==> src/rtl/serial_subtractor.sv <==
// Bit-serial a - b, LSB first, built from two half-subtractor stages per bit (optional ovf via SERIAL_SUB_SIGNED_OVF_EN).
// Latency: start accepted at E0, bits on E1..E_WIDTH, done pulses the cycle after; one op per WIDTH+2 cycles.
// Backpressure: none; start is honoured only in IDLE and dropped while busy or in DONE.

module half_subtractor (
    input  logic x,
    input  logic y,
    output logic d,
    output logic bo
);
    assign d  = x ^ y;
    assign bo = ~x & y;
endmodule

module serial_subtractor #(
    parameter int WIDTH = 8
) (
    input  logic             clk,
    input  logic             rst_n,
    input  logic             start,
    input  logic [WIDTH-1:0] a,
    input  logic [WIDTH-1:0] b,
    output logic             busy,
    output logic             done,
    output logic [WIDTH-1:0] diff,
    output logic             borrow
`ifdef SERIAL_SUB_SIGNED_OVF_EN
    ,
    output logic             ovf
`endif
);
    localparam int CW = (WIDTH > 2) ? $clog2(WIDTH) : 1;
    localparam logic [CW-1:0] LAST_CNT = CW'(WIDTH - 1);

    typedef enum logic [1:0] {
        IDLE = 2'd0,
        RUN  = 2'd1,
        DONE = 2'd2
    } state_t;

    state_t state, state_nxt;

    logic [WIDTH-1:0] sa, sb, sr;
    logic [WIDTH-1:0] sr_nxt;
    logic [CW-1:0]    cnt;
    logic             bf;
    logic             last;

    // Full subtractor: two half-subtractor stages, borrows merged with OR.
    logic d1, b1, d, b2, bnext;

    half_subtractor u_hs0 (.x(sa[0]), .y(sb[0]), .d(d1), .bo(b1));
    half_subtractor u_hs1 (.x(d1),    .y(bf),    .d(d),  .bo(b2));

    assign bnext  = b1 | b2;
    assign sr_nxt = {d, sr[WIDTH-1:1]};
    assign last   = (cnt == LAST_CNT);

    always_ff @(posedge clk or negedge rst_n) begin
        if (!rst_n) begin
            state <= IDLE;
        end else begin
            state <= state_nxt;
        end
    end

    always_comb begin
        state_nxt = state;
        busy      = 1'b0;
        done      = 1'b0;
        case (state)
            IDLE: begin
                if (start) begin
                    state_nxt = RUN;
                end
            end
            RUN: begin
                busy = 1'b1;
                if (last) begin
                    state_nxt = DONE;
                end
            end
            DONE: begin
                done      = 1'b1;
                state_nxt = IDLE;
            end
            default: begin
                state_nxt = IDLE;
            end
        endcase
    end

`ifdef SERIAL_SUB_SIGNED_OVF_EN
    // Operand sign bits are kept separately since SA/SB are shifted away.
    logic a_sign, b_sign;

    always_ff @(posedge clk or negedge rst_n) begin
        if (!rst_n) begin
            a_sign <= 1'b0;
            b_sign <= 1'b0;
            ovf    <= 1'b0;
        end else if (state == IDLE && start) begin
            a_sign <= a[WIDTH-1];
            b_sign <= b[WIDTH-1];
        end else if (state == RUN && last) begin
            ovf <= (a_sign != b_sign) && (d != a_sign);
        end
    end
`endif

    always_ff @(posedge clk or negedge rst_n) begin
        if (!rst_n) begin
            sa     <= '0;
            sb     <= '0;
            sr     <= '0;
            bf     <= 1'b0;
            cnt    <= '0;
            diff   <= '0;
            borrow <= 1'b0;
        end else begin
            case (state)
                IDLE: begin
                    if (start) begin
                        sa  <= a;
                        sb  <= b;
                        bf  <= 1'b0;
                        cnt <= '0;
                    end
                end
                RUN: begin
                    sa  <= {1'b0, sa[WIDTH-1:1]};
                    sb  <= {1'b0, sb[WIDTH-1:1]};
                    sr  <= sr_nxt;
                    bf  <= bnext;
                    cnt <= cnt + CW'(1);
                    if (last) begin
                        diff   <= sr_nxt;
                        borrow <= bnext;
                    end
                end
                default: begin
                end
            endcase
        end
    end
endmodule

==> config.mk <==
export PLATFORM = sky130hd
export DESIGN_NAME = serial_subtractor
export DESIGN_NICKNAME = d
export VERILOG_FILES = /design/src/rtl/serial_subtractor.sv
export SDC_FILE = /design/constraint.sdc
export NUM_CORES = 1
export LEC_CHECK = 0
export ABC_AREA = 0
export CORE_ASPECT_RATIO = 0.5
export CORE_UTILIZATION = 55
export CTS_CLUSTER_DIAMETER = 200
export DETAILED_ROUTE_END_ITERATION = 10
export PLACE_DENSITY_LB_ADDON = 0.08
export SYNTH_ARGS = -nofsm -noshare
export SYNTH_HDL_FRONTEND = slang
export SYNTH_SLANG_ARGS = --single-unit
==> constraint.sdc <==
create_clock -name clk -period 3.75 [get_ports clk]
set_input_delay 0.75 -clock clk [delete_from_list [all_inputs] [get_ports clk]]
set_output_delay 0.75 -clock clk [all_outputs]
set_load 0.005 [all_outputs]
==> flow_summary.json, run 1 <==
{
  "fin_nets": 187,
  "htree_num_levels": 2,
  "syn2layout_area_growth_pct": 25.6,
  "ys_seq_elements": 38,
  "path_cells": "inv_1, nor2_1, clkdlybuf4s50_1",
  "relSlewSlack": 0.614,
  "run_status": "completed",
  "vias_per_cell": 5.77,
  "yosysWarnings": 0,
  "wl_per_cell_um": 14.4,
  "cp-start-kind": "flop",
  "die_h_um": 40.7,
  "switchingPower_uw": 542,
  "ir_worst_vdd_v": 0.000409,
  "cts_buffer_depth": 2,
  "arrival_ps": 1670,
  "via_count": 1171,
  "ant_nets": 0,
  "crit_slowest_cell": "clkdlybuf4s50_1",
  "root_buffer": "clkbuf_8",
  "final.min_clock_period_ps": 2420,
  "hold_viol": 0,
  "syn_avg_cell_area_um2": 12.0,
  "power_leakage_nw": 0.888,
  "tightest_slew_ps": 578,
  "dpl.hpwl_um": 1910,
  "fill_cells": 193,
  "grt_overflow": 0,
  "numPortBuffers": 29,
  "gp_congestion": 0.771,
  "power_frac_seq": 0.413,
  "skew_ps": 3.07,
  "worst-setup-path-type": "reg2out",
  "rsz0062_at_grt": "false",
  "p_sw_frac": 0.301,
  "grt_pass1_vias": 1040,
  "post_cts_buffers": 0,
  "setup_viol": 0,
  "multiInputGateArea_um2": 594,
  "netlist_area_um2": 1640,
  "cts-buffers-inserted": 5,
  "die-area_um2": 3230,
  "synth_fp_nets": 159,
  "track_usage": 0.213,
  "drt_iter0_markers": 37,
  "cts_hold_buf": 0,
  "power.internal_mw": 1.26,
  "clock_sinks": 38,
  "die_w_um": 79.3,
  "maxCapViolations": 0,
  "path_clk_slew_ps": 70,
  "drt_pass1_iterations": 4,
  "final-seq-area_um2": 951,
  "antenna_found_initial": 0,
  "postCtsResizedCells": 0,
  "cts_tree": "yes",
  "min_path_type": "reg2reg",
  "floorplan.initialDensity": 0.605,
  "power.density_nw_per_um2": 872,
  "layout-drive-gt1-share": 0.151,
  "layout_commonest_cell": "dfrtp_1",
  "diodes": 0,
  "grt_pass1_wl_um": 4750,
  "wl_um": 2920,
  "clkPwrFrac": 0.238,
  "timing.fmax_mhz": 414,
  "finalPower_mw": 1.80,
  "finalCritPeriodShare": 0.645,
  "ys_seq_area_frac": 0.578,
  "tns_ps": 0,
  "ios": 30,
  "crit_path_max_incr_delay_ps": 510,
  "grt_max_degree": 39,
  "core_area_um2": 2720,
  "drc_errors": 0,
  "combPwrFrac": 0.349,
  "clk_latency_ps": 290,
  "drv_slew": 0,
  "synth_cells": 137,
  "cp_max_fo": 14,
  "final_cell_mix": "dfrtp_1, clkdlybuf4s50_1, o22ai_1",
  "required_ps": 3000,
  "rows": 13,
  "endpoint_kind": "output pin",
  "synth_cell_types": 22
}
-- registers in the layout, summed over array words and instances, names as in the netlist --
| register | cells |
|---|---|
| state | 2 |
| sa | 8 |
| cnt | 3 |
| borrow | 1 |
| bf | 1 |
| sr | 7 |
| diff | 8 |
| sb | 8 |
-- logic make-up (layout without fill, tap and decap cells) --
kind of cell               count (synthesis)  count (layout)  share of synthesized area
buffers and inverters                     17              46                     0.0601
AOI/OAI and AO/OA                         52              52                      0.184
and+or+nand+nor                           12              12                     0.0381
DFF                                       38              38                      0.578
adders and majority gates                  3               3                     0.0274
muxes                                     15              15                      0.112
-- metrics by stage --
stage / setup WS [ps] / hold WS (ps) / cells / area (µm²) / utilization
3_3_place_gp: 1300 / 466 / 195 / 1920 / 0.708
6_report: 1330 / 497 / 203 / 2070 / 0.760
5_1_grt: 1250 / 516 / 203 / 2070 / 0.760
4_1_cts: 1340 / 507 / 203 / 2070 / 0.760
3_5_place_dp: 1260 / 488 / 195 / 1920 / 0.708
2_1_floorplan: 2120 / 450 / 137 / 1640 / -
-- power by group through the flow --
| stage | Combinational (mW) | Sequential [mW] | Clock, mW |
|---|---|---|---|
| finish | 0.630 | 0.743 | 0.429 |
| floorplan | 0.465 | 0.717 | 0 |
| global route | 0.702 | 0.771 | 0.450 |
| global placement | 0.604 | 0.741 | 0 |
| CTS | 0.636 | 0.742 | 0.433 |
| detailed placement | 0.633 | 0.750 | 0 |
-- routing by layer --
metal / track usage / wire [µm] / up-vias
li1: - / - / 559
met1: 0.265 / 1370 / 567
met2: 0.356 / 1320 / 41
met3: 0.0733 / 194 / 4
met4: 0.0909 / 33 / 0
met5: 0 / 0 / -
-- final timing paths --
kind	endpoint	cells past startpoint	start	slack [ps]
min reg2reg	bf$_DFFE_PN0P_	2	bf$_DFFE_PN0P_	500
max reg2reg	diff[2]$_DFFE_PN0P_	4	cnt[0]$_DFFE_PN0P_	2020
min in group asynchronous	diff[0]$_DFFE_PN0P_	2	rst_n	880
min	bf$_DFFE_PN0P_	2	bf$_DFFE_PN0P_	500
max	done	3	state[1]$_DFFE_PN0P_	1330
max in group asynchronous	sb[3]$_DFFE_PN0P_	2	rst_n	2550
-- critical path, delay by kind of cell, from the launching register on --
family,cells,cell delay [ps]
buf+inv,2,760
flops,1,470
simple gates,1,150
-- area by class of cell --
class | instances | area share
Clock buffer | 6 | 0.0400
Clock inverter | 2 | 0.0291
Tap cell | 37 | 0.0224
Sequential cell | 38 | 0.460
Inverter | 7 | 0.0127
Multi-Input combinational cell | 82 | 0.288
Timing Repair Buffer | 31 | 0.148
-- cell usage after synthesis (all sizes together) --
cell type	n	share of area
a21oi	15	0.046
a22o	2	0.011
buf	7	0.037
clkbuf	3	0.0068
dfrtp	38	0.58
fa	1	0.012
ha	2	0.015
inv	7	0.016
mux2	15	0.11
nand2	5	0.011
nand2b	2	0.0076
nand3b	1	0.0046
nor2	2	0.0046
nor2b	1	0.0038
o21ai	8	0.024
o21bai	1	0.0046
o22ai	26	0.099
or4b	1	0.0061
No activity file was read; power rests on OpenSTA's default activity.
==> inputs of run 2 (changes only) <==
--- a/config.mk
+++ b/config.mk
@@ -7,7 +7,7 @@
 export LEC_CHECK = 0
 export ABC_AREA = 0
 export CORE_ASPECT_RATIO = 0.5
-export CORE_UTILIZATION = 55
+export CORE_UTILIZATION = 46
 export CTS_CLUSTER_DIAMETER = 200
 export DETAILED_ROUTE_END_ITERATION = 10
 export PLACE_DENSITY_LB_ADDON = 0.08
==> constraint.sdc (replaced) <==
create_clock -name clk -period 2 [get_ports clk]
set_input_delay 0.4 -clock clk [delete_from_list [all_inputs] [get_ports clk]]
set_output_delay 0.4 -clock clk [all_outputs]
set_load 0.005 [all_outputs]
==> run 2 against run 1 <==
  * Via count down 1.2%
  * Sequential cell count unchanged
  * Worst setup slack worse by 1200 ps
  * Clock power up 14%
  * Count of clock-buffer cells in the layout down 1
  * Combinational power up 90%
  * Register-to-register slack worse by 1600 ps
  * Cell area down 0.79%
  * Final cell count up 7.4%
  * Utilization down 12 points
  * Global-route usage down 3.1 points
  * Clock skew up 1.7 ps
  * Critical path type unchanged
==> flow_summary.json, run 2 (same netlist as run 1, synthesis figures left out) <==
{
  "power_leakage_nw": 0.881,
  "cts-buffers-inserted": 5,
  "tns_ps": 0,
  "combPwrFrac": 0.391,
  "grt_overflow": 0,
  "cp-start-kind": "flop",
  "postCtsResizedCells": 0,
  "hold_viol": 0,
  "path_cells": "nand2b_1, inv_1, clkdlybuf4s50_1",
  "layout-drive-gt1-share": 0.182,
  "die-area_um2": 3830,
  "fin_nets": 192,
  "cp_max_fo": 9,
  "dpl.hpwl_um": 2060,
  "power_frac_seq": 0.450,
  "clkPwrFrac": 0.159,
  "die_h_um": 44.3,
  "grt_pass1_wl_um": 4970,
  "final_cell_mix": "dfrtp_1, clkdlybuf4s50_1, o22ai_1",
  "floorplan.initialDensity": 0.516,
  "ios": 30,
  "rsz0062_at_grt": "false",
  "grt_max_degree": 39,
  "run_status": "completed",
  "diodes": 0,
  "ir_worst_vdd_v": 0.000616,
  "crit_slowest_cell": "clkdlybuf4s50_1",
  "maxCapViolations": 0,
  "worst-setup-path-type": "reg2out",
  "finalPower_mw": 3.08,
  "rows": 14,
  "track_usage": 0.182,
  "wl_per_cell_um": 13.6,
  "hold_ws_ps": 145,
  "skew_ps": 4.74,
  "multiInputGateArea_um2": 594,
  "ant_nets": 0,
  "layout_commonest_cell": "dfrtp_1",
  "drv_slew": 0,
  "wl_um": 2960,
  "drc_errors": 0,
  "timing.fmax_mhz": 526,
  "required_ps": 1600,
  "post_cts_buffers": 0,
  "tightest_slew_ps": 497,
  "min_path_type": "in2async",
  "path_clk_slew_ps": 70,
  "via_count": 1157,
  "power.internal_mw": 2.09,
  "numPortBuffers": 29,
  "core_area_um2": 3190,
  "htree_num_levels": 2,
  "cts_buffer_depth": 2,
  "root_buffer": "clkbuf_8",
  "setup_viol": 0,
  "antenna_found_initial": 0,
  "switchingPower_uw": 988,
  "gp_congestion": 0.779,
  "syn2layout_area_growth_pct": 24.7,
  "clock_sinks": 38,
  "fill_cells": 269,
  "final.min_clock_period_ps": 1900,
  "crit_path_max_incr_delay_ps": 500,
  "reg.largest.list": "diff: 8 flops, sa: 8 flops, sb: 8 flops",
  "relSlewSlack": 0.669,
  "arrival_ps": 1500,
  "power.density_nw_per_um2": 1500,
  "die_w_um": 86.5,
  "final-seq-area_um2": 952,
  "endpoint_kind": "output pin",
  "drt_iter0_markers": 45,
  "cts_tree": "yes",
  "grt_pass1_vias": 1109,
  "vias_per_cell": 5.31,
  "p_sw_frac": 0.321,
  "reg2reg_from": "cnt[0]$_DFFE_PN0P_",
  "drt_pass1_iterations": 4,
  "finalCritPeriodShare": 0.951,
  "cts_hold_buf": 0,
  "clk_latency_ps": 290,
  "crit_start": "state[1]$_DFFE_PN0P_"
}
==> run 2: area by class of cell <==
type                    instances  share of cell area
flip-flops and latches         38               0.465
multi-input cells              82               0.290
repair buffers                 36               0.165
clock buffers                   5              0.0336
well taps                      48              0.0293
inverters                       7              0.0128
clock inverters                 2             0.00488
==> run 2: final timing paths <==
| kind | endpoint | slack (ps) | cells past startpoint |
|---|---|---|---|
| min in group clk | bf$_DFFE_PN0P_ | 500 | 2 |
| max | busy | 100 | 3 |
| max in group asynchronous | state[1]$_DFFE_PN0P_ | 1500 | 2 |
| max reg2reg | diff[7]$_DFFE_PN0P_ | 460 | 5 |
| min | diff[1]$_DFFE_PN0P_ | 140 | 2 |
| min reg2reg | bf$_DFFE_PN0P_ | 500 | 2 |
==> run 2: critical path, delay by kind of cell (launching register included) <==
| kind | cells | cell delay [ps] |
|---|---|---|
| and+or+nand+nor | 1 | 170 |
| buffers and inverters | 2 | 590 |
| DFF | 1 | 450 |
==> run 2: through the flow <==
step / worst slack (ps) / util / instance area (µm²) / cells
after global routing: 14.3 / 0.643 / 2050 / 218
after floorplan: 547 / - / 1640 / 137
final: 98.1 / 0.643 / 2050 / 218
after detailed placement: 143 / 0.618 / 1970 / 211
after CTS: 70.0 / 0.642 / 2050 / 218
after global placement: 206 / 0.618 / 1970 / 211
==> run 2: power groups by stage <==
stage	registers, mW	logic [mW]	clock network [mW]
floorplan	1.34	0.871	0
global placement	1.39	1.18	0
detailed placement	1.40	1.22	0
CTS	1.38	1.22	0.502
global route	1.43	1.33	0.532
finish	1.38	1.20	0.489
==> run 2: routing by layer <==
metal / routed length [µm] / GRT usage
met1: 1450 / 0.222
met2: 1300 / 0.295
met3: 149 / 0.0690
met4: 55 / 0.0800
met5: 0 / 0
==> inputs of run 3 (changes only) <==
--- a/config.mk
+++ b/config.mk
@@ -7,10 +7,11 @@
 export LEC_CHECK = 0
 export ABC_AREA = 0
 export CORE_ASPECT_RATIO = 0.5
-export CORE_UTILIZATION = 46
+export CORE_UTILIZATION = 35
 export CTS_CLUSTER_DIAMETER = 200
 export DETAILED_ROUTE_END_ITERATION = 10
 export PLACE_DENSITY_LB_ADDON = 0.08
+export SKIP_LAST_GASP = 1
 export SYNTH_ARGS = -nofsm -noshare
 export SYNTH_HDL_FRONTEND = slang
 export SYNTH_SLANG_ARGS = --single-unit
==> run 3 against run 2 <==
  * Critical path depth unchanged
  * Clock power up 37%
  * Count of clock-buffer cells in the layout up 1
  * Highest routed layer unchanged
==> flow_summary.json, run 3 (same netlist as run 1, synthesis figures left out) <==
{
  "run_status": "completed",
  "grt_max_degree": 39,
  "reg.largest.list": "diff: 8 flops, sa: 8 flops, sb: 8 flops",
  "skew_ps": 5.07,
  "grt_pass1_wl_um": 5470,
  "relSlewSlack": 0.650,
  "cp-start-kind": "flop",
  "setup_viol": 0,
  "core_area_um2": 4450,
  "antenna_found_initial": 0,
  "drt_pass1_iterations": 4,
  "cts-buffers-inserted": 5,
  "drv_slew": 0,
  "grt_overflow": 0,
  "timing.fmax_mhz": 525,
  "tightest_slew_ps": 525,
  "power.density_nw_per_um2": 1560,
  "diodes": 0,
  "gp_congestion": 0.738,
  "r2r_end": "diff[5]$_DFFE_PN0P_",
  "layout-drive-gt1-share": 0.182,
  "fin_nets": 192,
  "timing.final.ws_setup_ps": 96.5,
  "worst-setup-path-type": "reg2out",
  "ios": 30,
  "track_usage": 0.148,
  "arrival_ps": 1500,
  "root_buffer": "clkbuf_8",
  "rsz0062_at_grt": "false",
  "dpl.hpwl_um": 2070,
  "numPortBuffers": 29,
  "via_count": 1172,
  "cts_hold_buf": 0,
  "cp_max_fo": 9,
  "grt_pass1_vias": 1154,
  "crit_slowest_cell": "clkdlybuf4s50_1",
  "ant_nets": 0,
  "die_h_um": 50.5,
  "dp_worst_setup_slack_ps": 247,
  "drt_iter0_markers": 46,
  "floorplan.initialDensity": 0.370,
  "ir_worst_vdd_v": 0.000442,
  "clk_latency_ps": 290,
  "clock_sinks": 38,
  "maxCapViolations": 0,
  "tns_ps": 0,
  "wl_um": 3190,
  "cts_tree": "yes",
  "die-area_um2": 4990,
  "min_path_type": "in2async",
  "vias_per_cell": 5.16,
  "final.min_clock_period_ps": 1900,
  "drc_errors": 0,
  "syn2layout_area_growth_pct": 27.4,
  "endpoint_kind": "output pin",
  "path_cells": "nand2b_1, inv_1, clkdlybuf4s50_1",
  "reg2reg_from": "cnt[0]$_DFFE_PN0P_",
  "power_leakage_nw": 0.894,
  "rrSetupSlack_ps": 430,
  "hold_viol": 0,
  "crit_path_max_incr_delay_ps": 500,
  "finalCritPeriodShare": 0.952,
  "layout_commonest_cell": "dfrtp_1",
  "wl_per_cell_um": 14.1,
  "path_clk_slew_ps": 70,
  "htree_num_levels": 2,
  "cts_buffer_depth": 2,
  "fin_util": 0.471,
  "final_cell_mix": "dfrtp_1, clkdlybuf4s50_1, o22ai_1",
  "required_ps": 1600,
  "reg2reg_depth": 5,
  "hold_ws_ps": 151,
  "die_w_um": 98.9,
  "rows": 17
}
run 3: cell count changes in the layout (fill, tap and decap cells not counted):
| cell | change |
|---|---|
| clkinv_2 | -2 |
| bufinv_16 | +1 |
| clkbuf_8 | +1 |
run 3: repair_timing:
item                                    4_1_cts  5_1_grt
endpoints found under the setup margin        0        1
resized for setup                             0        1
setup buffers                                 0        0
run 3: metal layers:
| metal | track usage | vias up | share of wire |
|---|---|---|---|
| met5 | 0 | - | 0 |
| met4 | 0.0597 | 0 | 0.0085 |
| met3 | 0.0515 | 3 | 0.045 |
| met2 | 0.216 | 25 | 0.44 |
| met1 | 0.202 | 577 | 0.51 |
| li1 | - | 567 | - |
run 3: metrics by stage:
stage,total power [mW],std cells,instance area [µm²]
6_report,3.26,227,2090
5_1_grt,3.51,227,2090
4_1_cts,3.30,227,2090
3_5_place_dp,2.63,220,1980
3_3_place_gp,2.59,220,1980
2_1_floorplan,2.22,137,1640
run 3: how the worst max path moves through the flow:
stage / cells after the start / slack (ps) / endpoint / start
detailed placement: 4 / 250 / sb[1]$_DFFE_PN0P_ / start
floorplan: 5 / 550 / diff[0]$_DFFE_PN0P_ / cnt[0]$_DFFE_PN0P_
CTS: 3 / 50 / busy / state[1]$_DFFE_PN0P_
global route: 3 / 10 / busy / state[1]$_DFFE_PN0P_
global placement: 4 / 310 / sb[1]$_DFFE_PN0P_ / start
finish: 3 / 100 / busy / state[1]$_DFFE_PN0P_
run 3: critical path: cells and delay by family, from the launching register on:
| kind | cells | cell delay, ps |
|---|---|---|
| and+or+nand+nor | 1 | 170 |
| DFF | 1 | 450 |
| buffers and inverters | 2 | 590 |
run 3: cell type report:
cell class	count	area (µm²)
repair buffers	36	338
flip-flops and latches	38	952
inverters	7	26.3
clock buffers	6	82.6
clock inverters	1	30.0
well taps	57	71.3
fillers	417	2350
multi-input cells	82	594
run 3: where the power goes:
part / internal [mW] / total [mW] / leakage (nW) / switching, mW
Clock: 0.399 / 0.668 / 0.0573 / 0.268
Combinational: 0.713 / 1.20 / 0.383 / 0.488
Sequential: 1.14 / 1.39 / 0.454 / 0.248
Total: 2.25 / 3.26 / 0.894 / 1.00
